## src/rtl/float7_pkg.sv

```systemverilog
// Shared definitions for the 7-bit float format (4-bit mantissa, 3-bit exponent)
// and a reference decode used by checkers.
package float7_pkg;

   localparam int MW = 4;
   localparam int EW = 3;
   localparam int BW = 11;

   typedef struct packed {
      logic [MW-1:0] m;
      logic [EW-1:0] e;
   } float7_t;

   typedef enum logic [1:0] {
      IDLE  = 2'd0,
      SHIFT = 2'd1,
      DONE  = 2'd2
   } state_t;

   function automatic logic [BW-1:0] f7_decode(input float7_t f);
      return BW'(f.m) << f.e;
   endfunction

endpackage

```

## src/rtl/float2int_serial.sv

```systemverilog
// Serial decoder from the 7-bit float (M, E) to the integer M << E, one shift per cycle.
// Handshakes: a transfer happens on a rising edge where valid and ready are both 1; a source keeps its data stable until then.
module float2int_serial
   import float7_pkg::*;
#(
   parameter int MW     = float7_pkg::MW,
   parameter int EW     = float7_pkg::EW,
   parameter int BW     = float7_pkg::BW,
   parameter bit STRICT = 1'b1
) (
   input  logic          clk,
   input  logic          rst,
   input  logic          in_valid,
   output logic          in_ready,
   input  logic [MW-1:0] in_m,
   input  logic [EW-1:0] in_e,
   output logic          out_valid,
   input  logic          out_ready,
   output logic [BW-1:0] out_b,
   output logic          out_err,
   output logic [1:0]    state_dbg
);

   if (BW < MW + 2**EW - 1) begin : g_bw_check
      $error("float2int_serial: BW too small to hold the largest decoded value");
   end

   state_t        state_q, state_d;
   logic [BW-1:0] acc_q, acc_d;
   logic [EW-1:0] cnt_q, cnt_d;
   logic          err_q, err_d;
   logic [BW-1:0] out_b_q, out_b_d;
   logic          out_err_q, out_err_d;

   always_ff @(posedge clk or posedge rst) begin
      if (rst) begin
         state_q   <= IDLE;
         acc_q     <= '0;
         cnt_q     <= '0;
         err_q     <= 1'b0;
         out_b_q   <= '0;
         out_err_q <= 1'b0;
      end else begin
         state_q   <= state_d;
         acc_q     <= acc_d;
         cnt_q     <= cnt_d;
         err_q     <= err_d;
         out_b_q   <= out_b_d;
         out_err_q <= out_err_d;
      end
   end

   always_comb begin
      state_d = state_q;
      acc_d   = acc_q;
      cnt_d   = cnt_q;
      err_d   = err_q;
      unique case (state_q)
         IDLE: begin
            if (in_valid) begin
               acc_d   = BW'(in_m);
               cnt_d   = in_e;
               err_d   = STRICT & ~in_m[MW-1] & (in_e != '0);
               state_d = (in_e == '0) ? DONE : SHIFT;
            end
         end
         SHIFT: begin
            acc_d = acc_q << 1;
            cnt_d = cnt_q - EW'(1);
            if (cnt_q == EW'(1)) state_d = DONE;
         end
         DONE: begin
            if (out_ready) state_d = IDLE;
         end
         default: state_d = IDLE;
      endcase
   end

   // The result registers load while DONE is entered or held, so they are
   // already valid in the first DONE cycle and frozen during a stall.
   always_comb begin
      out_b_d   = out_b_q;
      out_err_d = out_err_q;
      if (state_d == DONE) begin
         out_b_d   = acc_d;
         out_err_d = err_d;
      end
   end

   assign in_ready  = (state_q == IDLE);
   assign out_valid = (state_q == DONE);
   assign out_b     = out_b_q;
   assign out_err   = out_err_q;
   assign state_dbg = state_q;

endmodule

```

## config.mk

```make
export PLATFORM = sky130hd
export DESIGN_NAME = float2int_serial
export DESIGN_NICKNAME = d
export VERILOG_FILES = /design/src/rtl/float7_pkg.sv /design/src/rtl/float2int_serial.sv
export SDC_FILE = /design/constraint.sdc
export NUM_CORES = 1
export LEC_CHECK = 0
export BUFFER_PORTS_ARGS = -buffer_cell sky130_fd_sc_hd__buf_2
export CAP_MARGIN = 40
export CORE_MARGIN = 2
export CORE_UTILIZATION = 30
export CTS_CLUSTER_SIZE = 16
export DETAILED_ROUTE_END_ITERATION = 7
export GPL_TIMING_DRIVEN = 0
export HOLD_SLACK_MARGIN = 0.1
export PLACE_DENSITY = 0.56
export SLEW_MARGIN = 20
export SYNTH_ARGS = -nofsm -noshare
export SYNTH_HDL_FRONTEND = slang
export SYNTH_SLANG_ARGS = --single-unit
```

## constraint.sdc

```tcl
create_clock -name clk -period 1.9 [get_ports clk]
set_input_delay 0.19 -clock clk [delete_from_list [all_inputs] [get_ports clk]]
set_output_delay 0.19 -clock clk [all_outputs]
set_load 0.03 [all_outputs]
```

* After elaboration in Yosys (flattened, before gate mapping)
Cells that the tools add are included.
** Cells by class
- Add/sub/neg operators :: 1
- $mul :: 0
- Div/mod/pow operators :: 0
- $lt $le $gt $ge :: 0
- Equal/unequal tests :: 5
- Shift operators :: 0
- Multiplexer cells :: 11
- Bitwise logic cells :: 2
- Reductions and logical operators :: 5
** Operators with widths (number)
- $pmux 11 s2 :: 1
- $mux 11 :: 1
- $mux 2 :: 4
- $pmux 2 s3 :: 1
- $pmux 3 s2 :: 1
- $eq 2x2->1 const B :: 2
- $eq 3x1->1 const B :: 1
- $logic_not 3->1 :: 1
- $mux 3 :: 1
- $reduce_bool 3->1 :: 1
- $sub 3x1->3 const B :: 1
- $eq 2x1->1 const B :: 1
- $logic_not 2->1 :: 1
- $mux 1 :: 2
- $ne 2x2->1 const B :: 1
- $reduce_and 2->1 :: 1
- $reduce_bool 2->1 :: 1
- $and 1x1->1 :: 1
- $not 1->1 :: 1
** Storage, ports and cells
- Bits in registers :: 29
- Latch bits :: 0
- RAM bits :: 0
- Memory bits (read-only) :: 0
- Word-level logic and storage cells :: 30
- Memories kept :: 0

* Depth between registers and ports, before layout
Gate-level depths: netlist of the first run.
- Word-level depth :: 5
- Gate-level depth with buffers :: 6

* Worst setup path after synthesis of the first run
No wires, ideal clock.
- Path type :: reg2reg
- Start :: register state_q[1], in the netlist state_dbg[1]
- End :: register out_b_q[0], in the netlist out_b[0]
- Data arrival time :: 1570 ps
- Required time :: 1775 ps
- Slack :: 205 ps
- Stages on the path, launching flop included :: 6
- Period minus slack after synthesis :: 1695 ps
- Path through :: dfrtp_1 > buf_4 > nor3b_1 > a211oi_2 > buf_6 > mux2_4
** On the way
- Cells in the longest elaborated chain, start to end :: 3
** RTL lines
- start, declared :: line float2int_serial.sv:28 : state_t state_q, state_d;
- start signal, assigned :: line float2int_serial.sv:44 : state_q <= state_d;
- $eq 2x2->1, or another cell as far along :: line float2int_serial.sv:58 : unique case (state_q)
- $pmux 2 s3 :: line float2int_serial.sv:58
- $eq 2x2->1 :: line float2int_serial.sv:84 : if (state_d == DONE) begin
- end signal, assigned :: line float2int_serial.sv:48 : out_b_q <= out_b_d;
- end, declared :: line float2int_serial.sv:32 : logic [BW-1:0] out_b_q, out_b_d;
Several ways; a longest one is shown, not always the timed one.
A chain may end at the register's enable or synchronous reset.

* Final worst setup path of the first run
- Start :: register cnt_q[1]
- End :: register out_b_q[4], in the netlist out_b[4]
** On the way
- Cells in the longest elaborated chain, start to end :: 4
** RTL lines
- start, declared :: line float2int_serial.sv:30 : logic [EW-1:0] cnt_q, cnt_d;
- start signal, assigned :: line float2int_serial.sv:46 : cnt_q <= cnt_d;
- $eq 3x1->1 :: line float2int_serial.sv:70 : if (cnt_q == EW'(1)) state_d = DONE;
- $mux 2 :: line float2int_serial.sv:70
- $pmux 2 s3 :: line float2int_serial.sv:58
- $eq 2x2->1 :: line float2int_serial.sv:84
No other way between the ends.

==> key figures, run 1 <==
Run status
  • Outcome: completed

Cells and area
  • Synth-to-layout area growth: 22.30%
  • Share of the core filled with cells: 0.3855
  • Net count, final: 164
  • Most frequent standard cell in the layout excluding fill and tap cells: sky130_fd_sc_hd__buf_2
  • Highest-count cells in the layout ignoring fill and taps: sky130_fd_sc_hd__buf_2 (30), sky130_fd_sc_hd__dfrtp_1 (29), sky130_fd_sc_hd__inv_1 (8)
  • Fraction of final layout cells with drive strength greater than 1: 0.3487
  • Antenna Cells: 0
  • Non-filler instance count after layout: 204
  • Cell area after layout: 1702 um2

Place
  • Count of buffers from port buffering: 26
  • Post-Place Setup Slack: 0.05811 ns
  • Total cell area at the placement stage: 1602 um2
  • Final weighted congestion in routability-driven placement: 0.7756
  • Placed cell count: 195
  • Hpwl dp: 2284 um

Setup path
  • Reg-to-reg setup timing slack: 0.11 ns
  • Arrival @ worst endpoint: 1.94 ns
  • Reg2reg end: out_b[4]
  • Required time of the worst setup path: 2.05 ns
  • Type of destination of the critical path: register
  • Path type of the worst setup path: register to register
  • Depth of the worst register-to-register path: 6
  • Maximum net fanout on the critical path: 10
  • Reg2reg start: cnt_q[1]
  • Critical Path Start Type: register

Worst hold path
  • Worst hold endpoint: err_q
  • Worst min-delay path startpoint: in_m[3]
  • Hold/Removal Path Class: primary input to register
  • WHS Path Cells: 2

Run
  • Max-capacitance violation count: 0

Yosys
  • Unique cell type count in the Yosys netlist: 38
  • Proportion of register bits with asynchronous set or reset after synthesis: 1.000
  • Avg Cell Area, Syn: 11.99 um2
  • Yosys Warn Count: 0
  • Sequential-to-total area share from yosys stat: 0.5216
  • Total standard cell area after synthesis: 1391 um2
  • Post-Synthesis Cells: 116
  • Number of flops mapped to enable cells by yosys: 0
  • Net count of the mapped netlist: 129
  • Primary FF master, synth: sky130_fd_sc_hd__dfrtp_1
  • Synth Register Bits: 29

Floorplanning
  • Starting density of the core: 0.3152
  • Total die area: 5198 um2
  • Die Wd: 72.10 um
  • Die span in y: 72.10 um
  • Cell Rows: 24
  • I/O pin count: 27
  • Floorplan Core Area: 4414 um2

Timing
  • Setup Total Neg Slack: 0 ns
  • Transition time at the pin with the least slew margin: 0.6365 ns
  • Max-slew headroom at the worst pin: 0.5724
  • Number of failing setup endpoints in the final timing report: 0
  • Achievable frequency: 559.3 MHz
  • Shortest clock period the worst path allows after layout: 1.788 ns
  • Setup repair after global routing missed its margin: no
  • Final count of pins violating max slew: 0
  • Worst Slack Setup Final: 0.1119 ns
  • Clock skew: 0.007069 ns
  • Final-report hold violation count: 0
  • Share of the cycle needed by the critical path after routing: 0.9411

Route
  • Total via count after detailed routing: 1,033
  • DRC violations left: 0
  • Detailed Routing Iterations Pass 1: 4
  • Antenna-violating nets left: 0
  • Violation count after the first detailed-routing iteration: 10
  • Via-to-Cell Ratio: 5.064
  • Total wirelength of the detailed-routed design: 2931 um
  • Drt wl/cell: 14.37 um

GRT
  • Overall global routing resource usage: 0.1213
  • Largest net degree at the start of global routing: 17
  • Antenna violations before repair: 0
  • Via count of the first global-routing pass: 1,083
  • Global route total overflow: 0
  • Global-route wire length before repair: 4885 um

Clocking
  • Clock tree from TritonCTS: done
  • Later-pin clock latency in the skew report: 0.27 ns
  • Clock input transition at the sequential cells of the worst setup and hold paths: 0.06 ns
  • Setup fix buffers added after clock tree synthesis: 0
  • Number of clock sinks: 29
  • Clock tree root buffer cell: sky130_fd_sc_hd__clkbuf_8
  • Level count of the clock H-tree: 2
  • Total clock buffers created by CTS: 5
  • Maximum clock insertion buffer count: 2

Power
  • Power per cell area: 1714 nW/um2
  • VDD IR max: 731.7 uV
  • Static power due to leakage: 0.8274 nW
area by class of cell:
cell class                      instances  area, um2
Buffer                                  8      53.80
Clock buffer                            6      72.57
Clock inverter                          2      10.01
Fill cell                             434       2713
Inverter                                8      30.03
Multi-Input combinational cell         71      589.3
Sequential cell                        29      725.7
Tap cell                               52      65.06
Timing Repair Buffer                   28      155.1
report_power, final:
group          switching [W]  internal (W)
combinational       0.000811      0.000579
sequential          0.000176      0.000882
clock               0.000216      0.000253
total                0.00120       0.00171
worst max-delay path, cell delays in order (launching register included):
cell	delay (ns)
sky130_fd_sc_hd__dfrtp_1	0.34
sky130_fd_sc_hd__inv_1	0.06
sky130_fd_sc_hd__ha_1	0.23
sky130_fd_sc_hd__and4bb_4	0.23
sky130_fd_sc_hd__a211oi_4	0.28
sky130_fd_sc_hd__buf_6	0.21
sky130_fd_sc_hd__mux2_4	0.30
per-layer routing:
layer	track usage	vias to the layer above	wire, um
met2	0.1916	27	1366
met3	0.04722	2	133
met4	0.03145	0	21
met5	0	-	0
met1	0.1562	502	1410
li1	-	502	-
worst max-delay path by stage:
stage,from,slack [ns],end,depth (start not counted)
after global placement,cnt_q[0],0.10,out_b[4],5
after floorplan,state_dbg[1],0.20,out_b[0],5
after CTS,cnt_q[1],0.06,out_b[5],6
final,cnt_q[1],0.11,out_b[4],6
after global routing,cnt_q[1],0.04,out_b[6],6
after detailed placement,cnt_q[1],0.06,out_b[5],6
through the flow:
step / hold slack (ns) / power, W
finish: 0.1428 / 0.002916
global route: 0.1360 / 0.003139
CTS: 0.1300 / 0.002943
detailed placement: 0.3010 / 0.002460
global placement: 0.4224 / 0.002409
floorplan: 0.2681 / 0.002095
synth_stat cells, types with 2 or more instances:
library cell,count,share of area
sky130_fd_sc_hd__dfrtp_1,29,0.52
sky130_fd_sc_hd__inv_1,8,0.022
sky130_fd_sc_hd__a22o_1,7,0.044
sky130_fd_sc_hd__mux2_4,6,0.065
sky130_fd_sc_hd__a21oi_1,5,0.018
sky130_fd_sc_hd__nor2_1,5,0.013
sky130_fd_sc_hd__o22ai_1,5,0.022
sky130_fd_sc_hd__buf_2,4,0.014
sky130_fd_sc_hd__o31ai_1,4,0.022
sky130_fd_sc_hd__o2111ai_1,3,0.019
sky130_fd_sc_hd__o21ai_0,3,0.011
sky130_fd_sc_hd__o32ai_1,3,0.019
sky130_fd_sc_hd__buf_6,2,0.016
sky130_fd_sc_hd__ha_1,2,0.018
sky130_fd_sc_hd__mux2_2,2,0.016
sky130_fd_sc_hd__nand2_1,2,0.0054
sky130_fd_sc_hd__nand2b_1,2,0.0090
sky130_fd_sc_hd__nand3b_1,2,0.011
sky130_fd_sc_hd__nor3b_1,2,0.011
sky130_fd_sc_hd__or3b_1,2,0.013
flip-flops by register name, indices dropped and copies added, names as in the netlist:
signal / count
out_b: 11
out_err: 1
cnt_q: 3
acc_q: 11
err_q: 1
state_dbg: 2
cells by family after synthesis:
| logic type | Yosys count | synth area share |
|---|---|---|
| AO/OA/AOI/OAI | 37 | 0.1997 |
| flip-flops | 29 | 0.5216 |
| AND/OR/NAND/NOR | 24 | 0.1196 |
| buffers and inverters | 16 | 0.06025 |
| multiplexers | 8 | 0.08094 |
| adder cells (fa/ha/maj) | 2 | 0.01798 |
repair_timing:
action / 4_1_cts / 5_1_grt
endpoints found under the hold margin: 15 / 0
endpoints found under the setup margin: 0 / 6
hold buffers: 1 / 0
gates resized for setup: 0 / 1
Power figures use the tool's default switching activity.
==> run 2, diff against run 1 <==
- PLACE_DENSITY: 0.56 -> unset
==> run 2 against run 1 <==
Against the previous run: largest power group unchanged; largest cell class unchanged; sequential cell count stayed put; first-iteration DRC count is 110% higher; combinational power hardly changed; sequential share of layout area is 0.47 points lower; hold slack worse by 0.014 ns; die area stayed put; non-clock buffer count stayed put; global-route usage is 0.26 points higher.
==> key figures, run 2 (same netlist as run 1, synthesis figures left out) <==
Run status
  • Outcome: completed

Clocking
  • Total clock buffers created by CTS: 5 (unchanged)
  • Number of clock sinks: 29 (unchanged)
  • Clock tree root buffer cell: sky130_fd_sc_hd__clkbuf_8
  • Maximum clock insertion buffer count: 2 (unchanged)
  • Clock tree from TritonCTS: done
  • Clock input transition at the sequential cells of the worst setup and hold paths: 0.06 ns (about the same)
  • Level count of the clock H-tree: 2 (unchanged)
  • Later-pin clock latency in the skew report: 0.28 ns (about the same)

Cells and area
  • Net count, final: 164 (unchanged)
  • Synth-to-layout area growth: 23.65%
  • Most frequent standard cell in the layout excluding fill and tap cells: sky130_fd_sc_hd__buf_2
  • Fraction of final layout cells with drive strength greater than 1: 0.3553 (+0.006579)
  • Highest-count cells in the layout ignoring fill and taps: sky130_fd_sc_hd__buf_2 (30), sky130_fd_sc_hd__dfrtp_1 (29), sky130_fd_sc_hd__inv_1 (8)
  • Total area of multi-input combinational cells: 589.3 um2 (unchanged)
  • FF+latch area: 725.7 um2 (unchanged)
  • Share of the core filled with cells: 0.3897 (+0.004251)
  • Count of fill cells added during filler insertion: 420 (-3.2%)
  • Antenna Cells: 0 (unchanged)

Route
  • Antenna-violating nets left: 0 (unchanged)
  • Violation count after the first detailed-routing iteration: 21 (+11)
  • Via-to-Cell Ratio: 5.074 (+0.19%)
  • Total wirelength of the detailed-routed design: 3000 um (+2.4%)
  • Drt wl/cell: 14.71 um (+2.4%)
  • DRC violations left: 0 (unchanged)
  • Total via count after detailed routing: 1,035 (+0.19%)
  • Detailed Routing Iterations Pass 1: 4 (unchanged)

Power
  • Combinational Power Share: 0.466 (-0.011)
  • Internal Dissipation: 0.001789 W (+4.4%)
  • VDD IR max: 708.8 uV (-3.1%)
  • Power per cell area: 1742 nW/um2 (+1.7%)
  • Total power consumption of the routed design: 0.002997 W (+2.8%)
  • Power share of the clock group: 0.182 (+0.021)
  • Switching share of power: 0.4032 (-0.009113)
  • Static power due to leakage: 0.8367 nW (+1.1%)
  • Net switching power: 0.001209 W (+0.50%)
  • Register share of total power: 0.352 (-0.011)

Floorplanning
  • Cell Rows: 24 (unchanged)
  • Total die area: 5198 um2 (unchanged)
  • Floorplan Core Area: 4414 um2 (unchanged)
  • Die span in y: 72.10 um (unchanged)
  • I/O pin count: 27 (unchanged)
  • Die Wd: 72.10 um (unchanged)
  • Starting density of the core: 0.3152 (unchanged)

Timing
  • Max-slew headroom at the worst pin: 0.5504 (-0.02195)
  • Achievable frequency: 560.5 MHz (+0.23%)
  • Setup repair after global routing missed its margin: no
  • Setup Total Neg Slack: 0 ns (unchanged)
  • Transition time at the pin with the least slew margin: 0.6692 ns (+0.03267 ns)
  • Shortest clock period the worst path allows after layout: 1.784 ns (-0.004054 ns)
  • Final count of pins violating max slew: 0 (unchanged)
  • Final-report hold violation count: 0 (unchanged)
  • Number of failing setup endpoints in the final timing report: 0 (unchanged)
  • Share of the cycle needed by the critical path after routing: 0.9390 (-0.002134)
  • Clock skew: 0.004117 ns (-0.002952 ns)

Worst hold path
  • Worst hold endpoint: err_q
  • Worst min-delay path startpoint: in_m[3]
  • Hold/Removal Path Class: primary input to register
  • WHS Path Cells: 2 (unchanged)

Setup path
  • Reg2reg start: cnt_q[1]
  • Type of destination of the critical path: register
  • Reg-to-reg setup timing slack: 0.12 ns (about the same)
  • Depth of the worst register-to-register path: 6 (unchanged)
  • Reg2reg end: out_b[4]
  • Critical Path Start Type: register
  • Required time of the worst setup path: 2.06 ns (about the same)
  • Arrival @ worst endpoint: 1.94 ns (about the same)
  • Maximum net fanout on the critical path: 10 (unchanged)
  • Path type of the worst setup path: register to register

Run
  • Max-capacitance violation count: 0 (unchanged)

GRT
  • Global route total overflow: 0 (unchanged)
  • Via count of the first global-routing pass: 1,043 (-3.7%)
  • Largest net degree at the start of global routing: 17 (unchanged)
  • Antenna violations before repair: 0 (unchanged)
  • Overall global routing resource usage: 0.1240 (+0.002644)
  • Global-route wire length before repair: 4905 um (+0.41%)

Place
  • Hpwl dp: 2231 um (-2.4%)
  • Count of buffers from port buffering: 26 (unchanged)
  • Final weighted congestion in routability-driven placement: 0.8402 (+8.3%)
-- run 2: layout make-up --
cell class,count,area share
multi-input combinational,71,0.3425
buffer,8,0.03127
inverter,8,0.01745
sequential,29,0.4218
timing repair buffer,28,0.09018
clock inverter,1,0.002909
tap,52,0.03782
clock buffer,7,0.05600
-- run 2: per-stage QoR --
step / worst slack (ns) / hold slack, ns / std cells / instance area [um2]
4_1_cts: 0.07743 / 0.1164 / 204 / 1713
3_5_place_dp: 0.09616 / 0.2938 / 195 / 1602
6_report: 0.1160 / 0.1289 / 204 / 1720
5_1_grt: 0.07113 / 0.1239 / 204 / 1720
2_1_floorplan: 0.2045 / 0.2681 / 116 / 1391
3_3_place_gp: 0.1108 / 0.4163 / 194 / 1587
-- run 2: worst max-delay path, cell delays in order, from the launching register on --
cell	delay (ns)
sky130_fd_sc_hd__dfrtp_1	0.34
sky130_fd_sc_hd__inv_1	0.07
sky130_fd_sc_hd__ha_1	0.23
sky130_fd_sc_hd__and4bb_4	0.23
sky130_fd_sc_hd__a211oi_4	0.28
sky130_fd_sc_hd__buf_6	0.21
sky130_fd_sc_hd__mux2_4	0.31
-- run 2: worst max path at each step --
stage | to | cells after the start | from
finish | out_b[4] | 6 | cnt_q[1]
global route | out_b[5] | 6 | cnt_q[1]
CTS | out_b[4] | 6 | cnt_q[1]
detailed placement | out_b[6] | 5 | cnt_q[0]
global placement | out_b[4] | 5 | cnt_q[0]
floorplan | out_b[0] | 5 | state_dbg[1]
-- run 2: repair_timing --
action                     4_1_cts  5_1_grt
buffers inserted                 0        0
hold buffers                     1        0
setup endpoints to repair        0        1
hold endpoints to repair        15        0
gates resized for setup          0        1
-- run 2: power by group through the flow --
| stage | registers (W) | clock network (W) | logic, W |
|---|---|---|---|
| floorplan | 0.00125 | 0 | 0.000845 |
| global placement | 0.00105 | 0 | 0.00135 |
| detailed placement | 0.00106 | 0 | 0.00139 |
| CTS | 0.00105 | 0.000565 | 0.00140 |
| global route | 0.00109 | 0.000604 | 0.00152 |
| finish | 0.00105 | 0.000547 | 0.00140 |
-- run 2: metal layers --
| layer | vias to the layer above | share of wire | global-route usage |
|---|---|---|---|
| met5 | - | 0 | 0 |
| met4 | 0 | 0.012 | 0.05031 |
| met3 | 6 | 0.062 | 0.04306 |
| met2 | 30 | 0.45 | 0.1886 |
| met1 | 498 | 0.47 | 0.1615 |
| li1 | 501 | - | - |
